`src/rtl/if_fetch_stage.sv`:
```
// Instruction-fetch stage: issues one req/ack read per PC, loads the IF/ID register,
// and parks a word in a one-entry skid buffer while decode is stalled.
module if_fetch_stage #(
  parameter int ADDR_W = 32,
  parameter int DATA_W = 32,
  parameter logic [DATA_W-1:0] NOP_INSTR = '0
) (
  input  logic              clk,
  input  logic              reset,
  input  logic [ADDR_W-1:0] pc_addr,
  output logic [ADDR_W-1:0] pc_plus4,
  output logic              pc_advance,
  output logic              imem_req,
  output logic [ADDR_W-1:0] imem_addr,
  input  logic              imem_ack,
  input  logic [DATA_W-1:0] imem_rdata,
  input  logic              id_stall,
  input  logic              flush,
  output logic              ifid_valid,
  output logic [DATA_W-1:0] ifid_instr,
  output logic [ADDR_W-1:0] ifid_pc,
  output logic [ADDR_W-1:0] ifid_pc_plus4,
  output logic              fetch_fault,
  output logic [1:0]        state_dbg
);

  typedef enum logic [1:0] {
    IDLE = 2'd0,
    WAIT = 2'd1,
    HOLD = 2'd2
  } state_t;

  localparam logic [ADDR_W-1:0] FOUR = ADDR_W'(4);

  state_t            state;
  logic [ADDR_W-1:0] req_addr;
  logic              drop;
  logic [DATA_W-1:0] skid_instr;
  logic [ADDR_W-1:0] skid_pc;
  logic              can_load;
  logic [ADDR_W-1:0] req_plus4;
  logic [ADDR_W-1:0] skid_plus4;

  // Memory handshake: imem_req rises with imem_addr valid and both stay constant until
  // the cycle imem_ack is seen high; that cycle completes the transfer and carries
  // imem_rdata. The request is never withdrawn early; a flush only marks it for discard.
  assign imem_addr  = req_addr;
  assign pc_plus4   = pc_addr + FOUR;
  assign req_plus4  = req_addr + FOUR;
  assign skid_plus4 = skid_pc + FOUR;
  assign can_load   = !ifid_valid || !id_stall;
  assign state_dbg  = state;
  assign pc_advance = !reset && (state == WAIT) && imem_ack && !drop && !flush;

  always_ff @(posedge clk) begin
    if (reset) begin
      state         <= IDLE;
      imem_req      <= 1'b0;
      req_addr      <= '0;
      drop          <= 1'b0;
      skid_instr    <= NOP_INSTR;
      skid_pc       <= '0;
      ifid_valid    <= 1'b0;
      ifid_instr    <= NOP_INSTR;
      ifid_pc       <= '0;
      ifid_pc_plus4 <= '0;
      fetch_fault   <= 1'b0;
    end else begin
      if (ifid_valid && !id_stall)
        ifid_valid <= 1'b0;
      case (state)
        IDLE: begin
          if (!flush && !fetch_fault) begin
            if (pc_addr[1:0] != 2'b00) begin
              fetch_fault <= 1'b1;
              if (can_load) begin
                ifid_valid    <= 1'b1;
                ifid_instr    <= NOP_INSTR;
                ifid_pc       <= pc_addr;
                ifid_pc_plus4 <= pc_plus4;
              end
            end else begin
              req_addr <= pc_addr;
              imem_req <= 1'b1;
              state    <= WAIT;
            end
          end
        end
        WAIT: begin
          if (imem_ack) begin
            imem_req <= 1'b0;
            drop     <= 1'b0;
            if (drop || flush) begin
              state <= IDLE;
            end else if (can_load) begin
              ifid_valid    <= 1'b1;
              ifid_instr    <= imem_rdata;
              ifid_pc       <= req_addr;
              ifid_pc_plus4 <= req_plus4;
              state         <= IDLE;
            end else begin
              skid_instr <= imem_rdata;
              skid_pc    <= req_addr;
              state      <= HOLD;
            end
          end else if (flush) begin
            drop <= 1'b1;
          end
        end
        HOLD: begin
          if (flush) begin
            skid_instr <= NOP_INSTR;
            skid_pc    <= '0;
            state      <= IDLE;
          end else if (!id_stall) begin
            ifid_valid    <= 1'b1;
            ifid_instr    <= skid_instr;
            ifid_pc       <= skid_pc;
            ifid_pc_plus4 <= skid_plus4;
            state         <= IDLE;
          end
        end
        default: state <= IDLE;
      endcase
      // A redirect squashes whatever IF/ID holds and clears a pending fault.
      if (flush) begin
        ifid_valid  <= 1'b0;
        ifid_instr  <= NOP_INSTR;
        fetch_fault <= 1'b0;
      end
    end
  end

endmodule

```
`config.mk`:
```
export PLATFORM = sky130hd
export DESIGN_NAME = if_fetch_stage
export DESIGN_NICKNAME = d
export VERILOG_FILES = /design/src/rtl/if_fetch_stage.sv
export SDC_FILE = /design/constraint.sdc
export NUM_CORES = 1
export LEC_CHECK = 0
export CAP_MARGIN = 20
export CORE_ASPECT_RATIO = 0.9
export CORE_MARGIN = 4
export CORE_UTILIZATION = 45
export CTS_CLUSTER_DIAMETER = 40
export CTS_CLUSTER_SIZE = 20
export DETAILED_ROUTE_END_ITERATION = 7
export PLACE_DENSITY = 0.76
export SLEW_MARGIN = 20
export SYNTH_ARGS = -nofsm -noshare
export SYNTH_HDL_FRONTEND = slang
export SYNTH_SLANG_ARGS = --single-unit
```
`constraint.sdc`:
```
create_clock -name clk -period 3.65 [get_ports clk]
set_input_delay 0.365 -clock clk [delete_from_list [all_inputs] [get_ports clk]]
set_output_delay 0.365 -clock clk [all_outputs]
set_load 0.005 [all_outputs]
```
Word level (Yosys, flattened, before mapping)
Cells that the tools add are included.

Flip-flop bits (word level): 198. Input bits: 69. Output and inout port bits: 166. Logic and storage cells: 115.

Add/sub/neg operators: 3. Eq/ne operators: 14. Muxes and demuxes: 57. Bitwise gates (word level): 1. Reduce and logical (&&, ||, !) cells: 29.

Operators by type and width (count): 32-bit 2-to-1 mux (30); 32-bit case mux with 3 select lines (3); 32-bit case mux with 2 select lines (2); 32-bit by 3-bit adder with 32-bit output (second input constant) (3); 2-bit != test (second input constant) (11); 2-bit 2-to-1 mux (7); 1-bit 2-to-1 mux (12); 9-bit AND reduction (1); 4-bit AND reduction (2); 8-bit AND reduction (1); 2-bit nonzero test (4); 1-bit logical AND (6); 1-bit zero test (6); 2-bit case mux with 3 select lines (1); 3-bit AND reduction (2); 5-bit AND reduction (1); 3-bit != test (second input constant) (1); 1-bit case mux with 3 select lines (1); 3-bit nonzero test (1); 2-bit by 1-bit == test with 1-bit output (second input constant) (1); 2-bit == test (second input constant) (1); 2-bit zero test (1); 1-bit logical OR (2); 1-bit case mux with 2 select lines (1); other kinds (3) (3).

Logic depth before layout (Yosys ltp)
Gate-level depths: netlist of the first run.

Depth in word-level cells: 7. Gate-level depth with buffers: 16. Gate-level depth less buffers: 12.

Least setup slack after synthesis of the first run
Ideal clock, no wire load.

Kind: reg2reg. From: register state[0] (netlist: state_dbg[0]). To: register ifid_pc_plus4[26]. Setup time: 0.137 ns. Arrival: 3.485 ns. Required time: 3.513 ns. Setup slack: 0.028 ns. Stages on the path, launching flop included: 17. Clock period less this slack: 3.622 ns. Cell sequence: dfxtp_1 -> inv_1 -> ha_1 -> buf_6 -> buf_6 -> buf_2 -> buf_1 -> clkbuf_1 -> nand2_1 -> nand2_1 -> ha_1 -> inv_1 -> a211oi_4 -> nand4b_1 -> or4_1 -> a32oi_1 -> a211oi_1.

Word-level cells in the longest chain between the ends: 3. Elaborated cells on any way between the ends: 14. Classes of those cells: eq/ne: 10; mux: 1; reduce/logical: 3.

RTL lines: start, declared (RTL line 35) `state_t state;`; start signal, assigned (RTL line 57) `state <= IDLE;`; start signal, assigned (RTL line 85) `state <= WAIT;`; start signal, assigned (RTL line 94) `state <= IDLE;`; 2-bit == test (tied with other cells) (RTL line 71) `case (state)`; 2-bit != test (no source line) / 3-bit nonzero test (equally long branches); 9-bit AND reduction (no source line); end signal, assigned (RTL line 80) `ifid_pc_plus4 <= pc_plus4;`; end signal, assigned (RTL line 99) `ifid_pc_plus4 <= req_plus4;`; end signal, assigned (RTL line 119) `ifid_pc_plus4 <= skid_plus4;`; end, declared (RTL line 22) `output logic [ADDR_W-1:0] ifid_pc_plus4,`.

Parallel ways exist; a longest one is shown, timed or not. A chain may end at the register's enable or synchronous reset.

Worst setup path after layout of the first run
From: input pc_addr[2]. To: output pc_plus4[28].

Word-level cells in the longest chain between the ends: 1.

RTL lines: start, declared (RTL line 10) `input logic [ADDR_W-1:0] pc_addr,`; 32-bit by 3-bit adder with 32-bit output (RTL line 48) `assign pc_plus4 = pc_addr + FOUR;`; end, declared (RTL line 11) `output logic [ADDR_W-1:0] pc_plus4,`.

Every way passes these cells.

==> parameters.txt, run 1 <==
Parameter                              Value

Global route
  Via count of the first global-routing pass ... 9214
  Antenna violations before repair ... 0
  Wire length of the first global-routing pass ... 51.1 mm
  Total routing resource utilization after global routing ... 0.260
  Aggregate global routing overflow ... 0
  Pin count of the biggest net entering global routing ... 75

Die
  Die outline width ... 165 microns
  Std cell rows ... 51
  Ports ... 235
  Total core area ... 0.0217 sq mm
  Overall die area ... 0.0245 sq mm
  Starting density of the core ... 0.458
  Die Span Y ... 149 microns

Clock network
  Clk slew on worst S/H paths ... 0.07 ns
  CTS H-tree depth ... 4
  Clk Latency, worst-skew pair ... 0.45 ns
  Buffer cell driving the clock tree root ... clkbuf_16
  Clock tree from TritonCTS ... yes
  Resized Gates After CTS ... 0
  Number of hold-repair buffers added at the cts stage ... 0
  Post-CTS Setup Inserts ... 0
  TritonCTS Sinks ... 196
  Total CTS buffers ... 17
  Maximum number of buffers from clock root to sink ... 2

Synthesis
  Cell count after synthesis ... 1228
  Synthesized net count ... 1304
  Yosys warning count ... 0
  Area of the mapped netlist ... 0.00993 sq mm
  Biggest area contributors in the synthesized netlist ... dfxtp_1 40%, a21oi_1 8.6%, nand2_1 6.3%
  Post-synthesis cell type count ... 62
  Number of synthesized flops with an enable pin ... 0
  Main synth FF type ... dfxtp_1
  Synthesis-stage register bit count ... 196
  Sequential element share of the synthesized area ... 0.395
  Mean instance size in the synthesized netlist ... 8.09 sq um
  Post-synth top area share ... 0.395
  Async SR Flop Fraction ... 0
  Top cell type by total area after synthesis ... dfxtp_1

Pwr
  Power per cell area ... 392 mW/mm^2
  Sequential group share of total power ... 0.443
  Share of total power consumed by net switching ... 0.274
  Clock share of power ... 0.397
  Leakage power summed over all cells ... 4.40 nW
  P_int ... 3.74 mW
  Maximum vdd ir drop ... 289 uV
  Combinational share of power ... 0.160
  Power dissipated by switching net loads ... 1.41 mW

Layout
  Filler-free cell count of the finished design ... 1706
  Area added between synthesis and finish ... 32.4%
  Proportion of layout cells with a drive suffix above 1 ... 0.0693
  Layout net count ... 1478
  Diode count ... 0
  Final Core Density ... 0.606

Timing
  Unrepaired setup endpoints after global routing ... false
  Final worst-path cycle share ... 0.972
  Period minus WS final ... 3.55 ns
  Worst max-slew margin expressed relative to the limit ... 0.293
  Setup ws final ... 0.104 ns
  Final TNS setup ... 0 ns
  Number of hold-slack violations in the final timing report ... 0
  Final setup skew ... 0.0189 ns
  Fmax ... 0.282 GHz
  Max Transition Viols Final ... 0
  Measured slew at the worst slew-check pin ... 1.05 ns
  Total setup violations reported at the end of the flow ... 0

Hold path
  Start point of the worst min-delay path ... reset
  Kind of path behind the tightest hold check ... primary input to register

Setup path
  Crit end category ... output port
  Crit path arrival time ... 3.18 ns
  Setup CP Type ... primary input to output port
  Startpoint kind of the worst setup timing path ... primary input
  Critical Path Fanout Max ... 4
  Minimum setup slack among reg-to-reg paths ... 0.36 ns
  CP startpoint ... pc_addr[2]
  Startpoint of the worst-slack reg-to-reg timing path ... state_dbg[0]
  Data required time at the worst endpoint ... 3.28 ns

Outcome
  Status ... complete, no violations

Job
  Number of max-cap violations ... 0

Drt
  1st-iter DRT viols ... 814
  Remaining antenna violation count after routing ... 0
  Total Routed Length ... 33.3 mm
  Overall via count from detail_route ... 10200
  Per-cell routed wire length ... 19.5 microns
  Number of remaining DRC errors ... 0
  Pre-Repair DR Iteration Count ... 6
  Post-detailed-route via-to-cell ratio ... 6.00

Placed design
  Post-Place Worst Slack ... 0.162 ns
  Count of input and output buffers ... 234
  Detailed-placement wirelength estimate ... 22.5 mm
  Final estimated routing congestion in global placement ... 0.833
  Number of placed instances with taps included ... 1674
-- cell usage after synthesis, types with 18 or more instances --
cell,count
o211ai_1,33
nor3b_1,60
xor2_1,21
a21oi_1,170
clkbuf_1,91
nor2_1,107
xnor2_1,22
nand2_1,166
a22o_1,32
dfxtp_1,196
a221o_1,33
mux2i_1,22
nand3_1,63
nor3_1,18
-- power by group through the flow --
stage | Combinational [mW] | Sequential [mW] | Clock, mW
floorplan | 0.365 | 2.33 | 0
finish | 0.827 | 2.28 | 2.05
detailed placement | 0.820 | 2.33 | 0
global placement | 0.812 | 2.33 | 0
CTS | 0.824 | 2.28 | 2.07
global route | 0.889 | 2.29 | 2.15
-- final timing paths --
kind                       end  cells past startpoint
max               pc_plus4[28]                      7
min             skid_instr[17]                      2
max reg2reg  ifid_pc_plus4[28]                     11
min reg2reg         ifid_pc[3]                      2
-- metal layers --
layer / vias up / part of all wire / global-route usage
li1: 4787 / - / -
met4: 0 / 0.022 / 0.0794
met5: - / 0 / 0
met2: 430 / 0.46 / 0.403
met3: 47 / 0.082 / 0.0630
met1: 4969 / 0.43 / 0.361
-- metrics by stage --
step / hold WS, ns / instance area, sq um / power (mW)
4_1_cts: 0.275 / 13100 / 5.17
3_5_place_dp: 0.447 / 12500 / 3.15
3_3_place_gp: 0.442 / 12500 / 3.14
6_report: 0.281 / 13100 / 5.15
5_1_grt: 0.286 / 13100 / 5.33
2_1_floorplan: 0.453 / 9930 / 2.69
-- worst max-delay path, cell delays in order --
cell,delay [ns]
clkdlybuf4s50_1,0.49
ha_1,0.23
nand3_1,0.23
or4_1,0.73
nor3_1,0.31
xor2_1,0.22
clkdlybuf4s50_1,0.60
-- registers in the layout (all words and copies together), names as in the netlist --
register / cells
drop: 1
fetch_fault: 1
ifid_instr: 32
ifid_pc: 32
ifid_pc_plus4: 30
ifid_valid: 1
imem_addr: 32
imem_req: 1
skid_instr: 32
skid_pc: 32
state_dbg: 2
-- layout by cell type (no fill, tap or decap), drive strengths merged, types with 8 or more instances in the layout --
| master | netlist | layout |
|---|---|---|
| a221o | 33 | 33 |
| o211ai | 33 | 33 |
| xnor2 | 22 | 22 |
| xor2 | 21 | 21 |
| or4 | 8 | 8 |
| a21oi | 170 | 170 |
| inv | 12 | 20 |
| clkbuf | 91 | 18 |
| nand2 | 166 | 166 |
| a211oi | 14 | 14 |
| nand3 | 64 | 64 |
| clkdlybuf4s50 | 0 | 233 |
| buf | 24 | 37 |
| nand4 | 10 | 10 |
| mux2i | 24 | 24 |
| dfxtp | 196 | 196 |
| nor3 | 18 | 18 |
| nor3b | 60 | 60 |
| o21ai | 12 | 12 |
| a311oi | 8 | 8 |
| nor2 | 107 | 107 |
| a22o | 32 | 32 |
-- final cells by class --
type                            count  area, sq um
Timing Repair Buffer              270         2670
Inverter                           14         52.6
Tap cell                          291          364
Clock inverter                     14          188
Clock buffer                       18          439
Fill cell                        1893         8550
Sequential cell                   196         3920
Multi-Input combinational cell    903         5510
-- kinds of logic after synthesis --
family,synth area share
multiplexers,0.0283
flip-flops,0.395
XOR/XNOR,0.0379
adder cells (fa/ha/maj),0.00882
AO/OA/AOI/OAI,0.238
AND/OR/NAND/NOR,0.239
buffers and inverters,0.0532
Power figures use the tool's default switching activity.
==> inputs of run 2 (changes only) <==
Settings changed: GPL_ROUTABILITY_DRIVEN set to 0.
==> results of run 2 <==
Same layout as run 1: the final DEF is identical, and so are final timing and power.
==> inputs of run 3 (changes only) <==
Settings changed: PLACE_DENSITY 0.76 to 0.73.
Clock period 3.65 ns to 4.3 ns, I/O delays scaled along.
==> run 3 against run 2 <==
  * Utilization down 0.83 points
  * Die area unchanged
  * Clock power down 22%
  * Cell count down 0.70%
  * Sequential share of layout area up 0.41 points
==> parameters.txt, run 3 (synthesis gave the netlist of run 1 again) <==
Parameter                              Value

Setup path
  Startpoint kind of the worst setup timing path ... primary input
  Data required time at the worst endpoint ... 3.87 ns (+0.59 ns)
  Path depth of the worst reg2reg path ... 7 (-4)
  Crit path cell chain ... clkdlybuf4s50_1 -> ha_1 -> nand3_1 -> or4_1 -> nor3_1 -> xor2_1 -> clkdlybuf4s50_1
  Cell at the slowest stage of the critical path ... or4_1
  Maximum cell stage delay along the critical path ... 0.76 ns (+0.03 ns)
  Family with the most delay on the worst path ... simple AND/OR/NAND/NOR gates
  Startpoint of the worst-slack reg-to-reg timing path ... state_dbg[1]
  Crit path arrival time ... 3.36 ns (+0.18 ns)
  Setup CP Type ... primary input to output port
  Crit end category ... output port
  CP bufs+invs ... 2 (unchanged)
  Instance count on the critical path ... 7 (unchanged)
  Most frequent cell on the critical path ... clkdlybuf4s50_1
  Critical Path Fanout Max ... 6 (+2)
  CP startpoint ... pc_addr[2]

Layout
  Proportion of layout cells with a drive suffix above 1 ... 0.0606 (-0.00867)
  Area added between synthesis and finish ... 30.5%
  Layout net count ... 1466 (-0.81%)
  Commonest cells after routing, fill and taps aside ... 233 x clkdlybuf4s50_1, 196 x dfxtp_1, 169 x a21oi_1
  Most frequent standard cell in the layout excluding fill and tap cells ... clkdlybuf4s50_1
  Filler-free cell count of the finished design ... 1694 (-0.70%)
  Final Core Density ... 0.598 (-0.00830)
  Diode count ... 0 (unchanged)

Drt
  1st-iter DRT viols ... 872 (+7.1%)
  Number of remaining DRC errors ... 0 (unchanged)
  Post-detailed-route via-to-cell ratio ... 5.86 (-2.3%)
  Per-cell routed wire length ... 19.1 microns (-2.5%)
  Overall via count from detail_route ... 9923 (-3.0%)
  Total Routed Length ... 32.3 mm (-3.1%)
  Pre-Repair DR Iteration Count ... 5 (-1)
  Remaining antenna violation count after routing ... 0 (unchanged)

Clock network
  Total CTS buffers ... 17 (unchanged)
  Clk slew on worst S/H paths ... 0.07 ns (about the same)
  Buffer cell driving the clock tree root ... clkbuf_16
  Clock tree from TritonCTS ... yes
  Number of hold-repair buffers added at the cts stage ... 0 (unchanged)
  CTS H-tree depth ... 4 (unchanged)
  Post-CTS Setup Inserts ... 0 (unchanged)
  Resized Gates After CTS ... 0 (unchanged)
  Maximum number of buffers from clock root to sink ... 2 (unchanged)
  TritonCTS Sinks ... 196 (unchanged)
  Clk Latency, worst-skew pair ... 0.43 ns (-0.02 ns)

Global route
  Total routing resource utilization after global routing ... 0.254 (-0.00644)
  Pin count of the biggest net entering global routing ... 98 (+31%)
  Antenna violations before repair ... 0 (unchanged)
  Wire length of the first global-routing pass ... 50.4 mm (-1.4%)
  Aggregate global routing overflow ... 0 (unchanged)
  Via count of the first global-routing pass ... 9142 (-0.78%)

Job
  Number of max-cap violations ... 0 (unchanged)

Die
  Starting density of the core ... 0.458 (unchanged)
  Ports ... 235 (unchanged)
  Overall die area ... 0.0245 sq mm (unchanged)
  Total core area ... 0.0217 sq mm (unchanged)
  Die Span Y ... 149 microns (unchanged)
  Std cell rows ... 51 (unchanged)
  Die outline width ... 165 microns (unchanged)

Timing
  Max Transition Viols Final ... 0 (unchanged)
  Number of hold-slack violations in the final timing report ... 0 (unchanged)
  Worst max-slew margin expressed relative to the limit ... 0.263 (-0.0300)
  Final worst-path cycle share ... 0.880
  Measured slew at the worst slew-check pin ... 1.11 ns (+0.0561 ns)
  Final TNS setup ... 0 ns (unchanged)
  Fmax ... 0.264 GHz
  Final setup skew ... 0.0167 ns (-0.00224 ns)
  Total setup violations reported at the end of the flow ... 0 (unchanged)
  Unrepaired setup endpoints after global routing ... false
  Period minus WS final ... 3.79 ns

Pwr
  Combinational share of power ... 0.162 (+0.002)
  Total Power Consumption ... 4.22 mW (-18%)
  Leakage power summed over all cells ... 4.30 nW (-2.4%)
  Maximum vdd ir drop ... 286 uV (-1.1%)
  P_int ... 3.05 mW (-18%)
  Power per cell area ... 325 mW/mm^2 (-17%)
  Sequential group share of total power ... 0.459 (+0.016)
  Clock share of power ... 0.379 (-0.018)
  Share of total power consumed by net switching ... 0.276 (+0.00252)
  Power dissipated by switching net loads ... 1.17 mW (-17%)

Hold path
  Start point of the worst min-delay path ... ifid_instr[24]
  Cells on Worst Hold Path ... 2 (unchanged)
  Kind of path behind the tightest hold check ... register to register

Placed design
  Count of input and output buffers ... 234 (unchanged)
  Number of placed instances with taps included ... 1662 (-0.72%)
  Detailed-placement wirelength estimate ... 21.8 mm (-2.8%)

Outcome
  Status ... complete, no violations
==> run 3: cell types whose count changed in the layout (fill, tap and decap cells not counted) <==
cell / change
clkbuf_1: +1
clkinv_4: +2
inv_6: -1
clkinv_8: +1
buf_4: -8
inv_8: -1
bufinv_16: -2
clkinvlp_4: +1
clkinv_2: -1
buf_12: -4
==> run 3: per-layer routing <==
metal  global-route usage  up-vias  part of all wire
li1                     -     4757                 -
met1                0.361     4752              0.45
met2                0.402      375              0.47
met3               0.0453       39             0.069
met4               0.0624        0             0.015
met5                    0        -                 0
==> run 3: path summary, 6_finish.rpt <==
| path | to | slack, ns |
|---|---|---|
| hold reg to reg | ifid_instr[24] | 0.45 |
| hold / removal | ifid_instr[24] | 0.45 |
| setup reg to reg | ifid_pc_plus4[31] | 0.85 |
| setup / recovery | pc_plus4[30] | 0.51 |
==> run 3: area by class of cell <==
type                            count  area (sq um)
Timing Repair Buffer              258          2530
Clock inverter                     13           144
Clock buffer                       19           443
Sequential cell                   196          3920
Inverter                           14          52.6
Fill cell                        1982          8730
Multi-Input combinational cell    903          5510
Tap cell                          291           364
==> run 3: tightest hold or removal path: stages, from the launching register on <==
cell and delay (ns):
dfxtp_1 0.31, nand2_1 0.05, a21oi_1 0.05
==> run 3: power groups by stage <==
stage	Sequential, mW	Clock (mW)	Combinational, mW
2_1_floorplan	1.98	0	0.310
3_3_place_gp	1.98	0	0.675
3_5_place_dp	1.98	0	0.680
4_1_cts	1.94	1.62	0.684
5_1_grt	1.95	1.70	0.737
6_report	1.94	1.60	0.684
==> run 3: through the flow <==
stage                     setup slack (ns)  hold WS [ns]  area, sq um
after floorplan                      0.678         0.453         9930
after global placement               0.610         0.443        12400
after detailed placement             0.568         0.445        12400
after CTS                            0.567         0.456        13000
after global routing                 0.380         0.470        13000
final                                0.515         0.452        13000
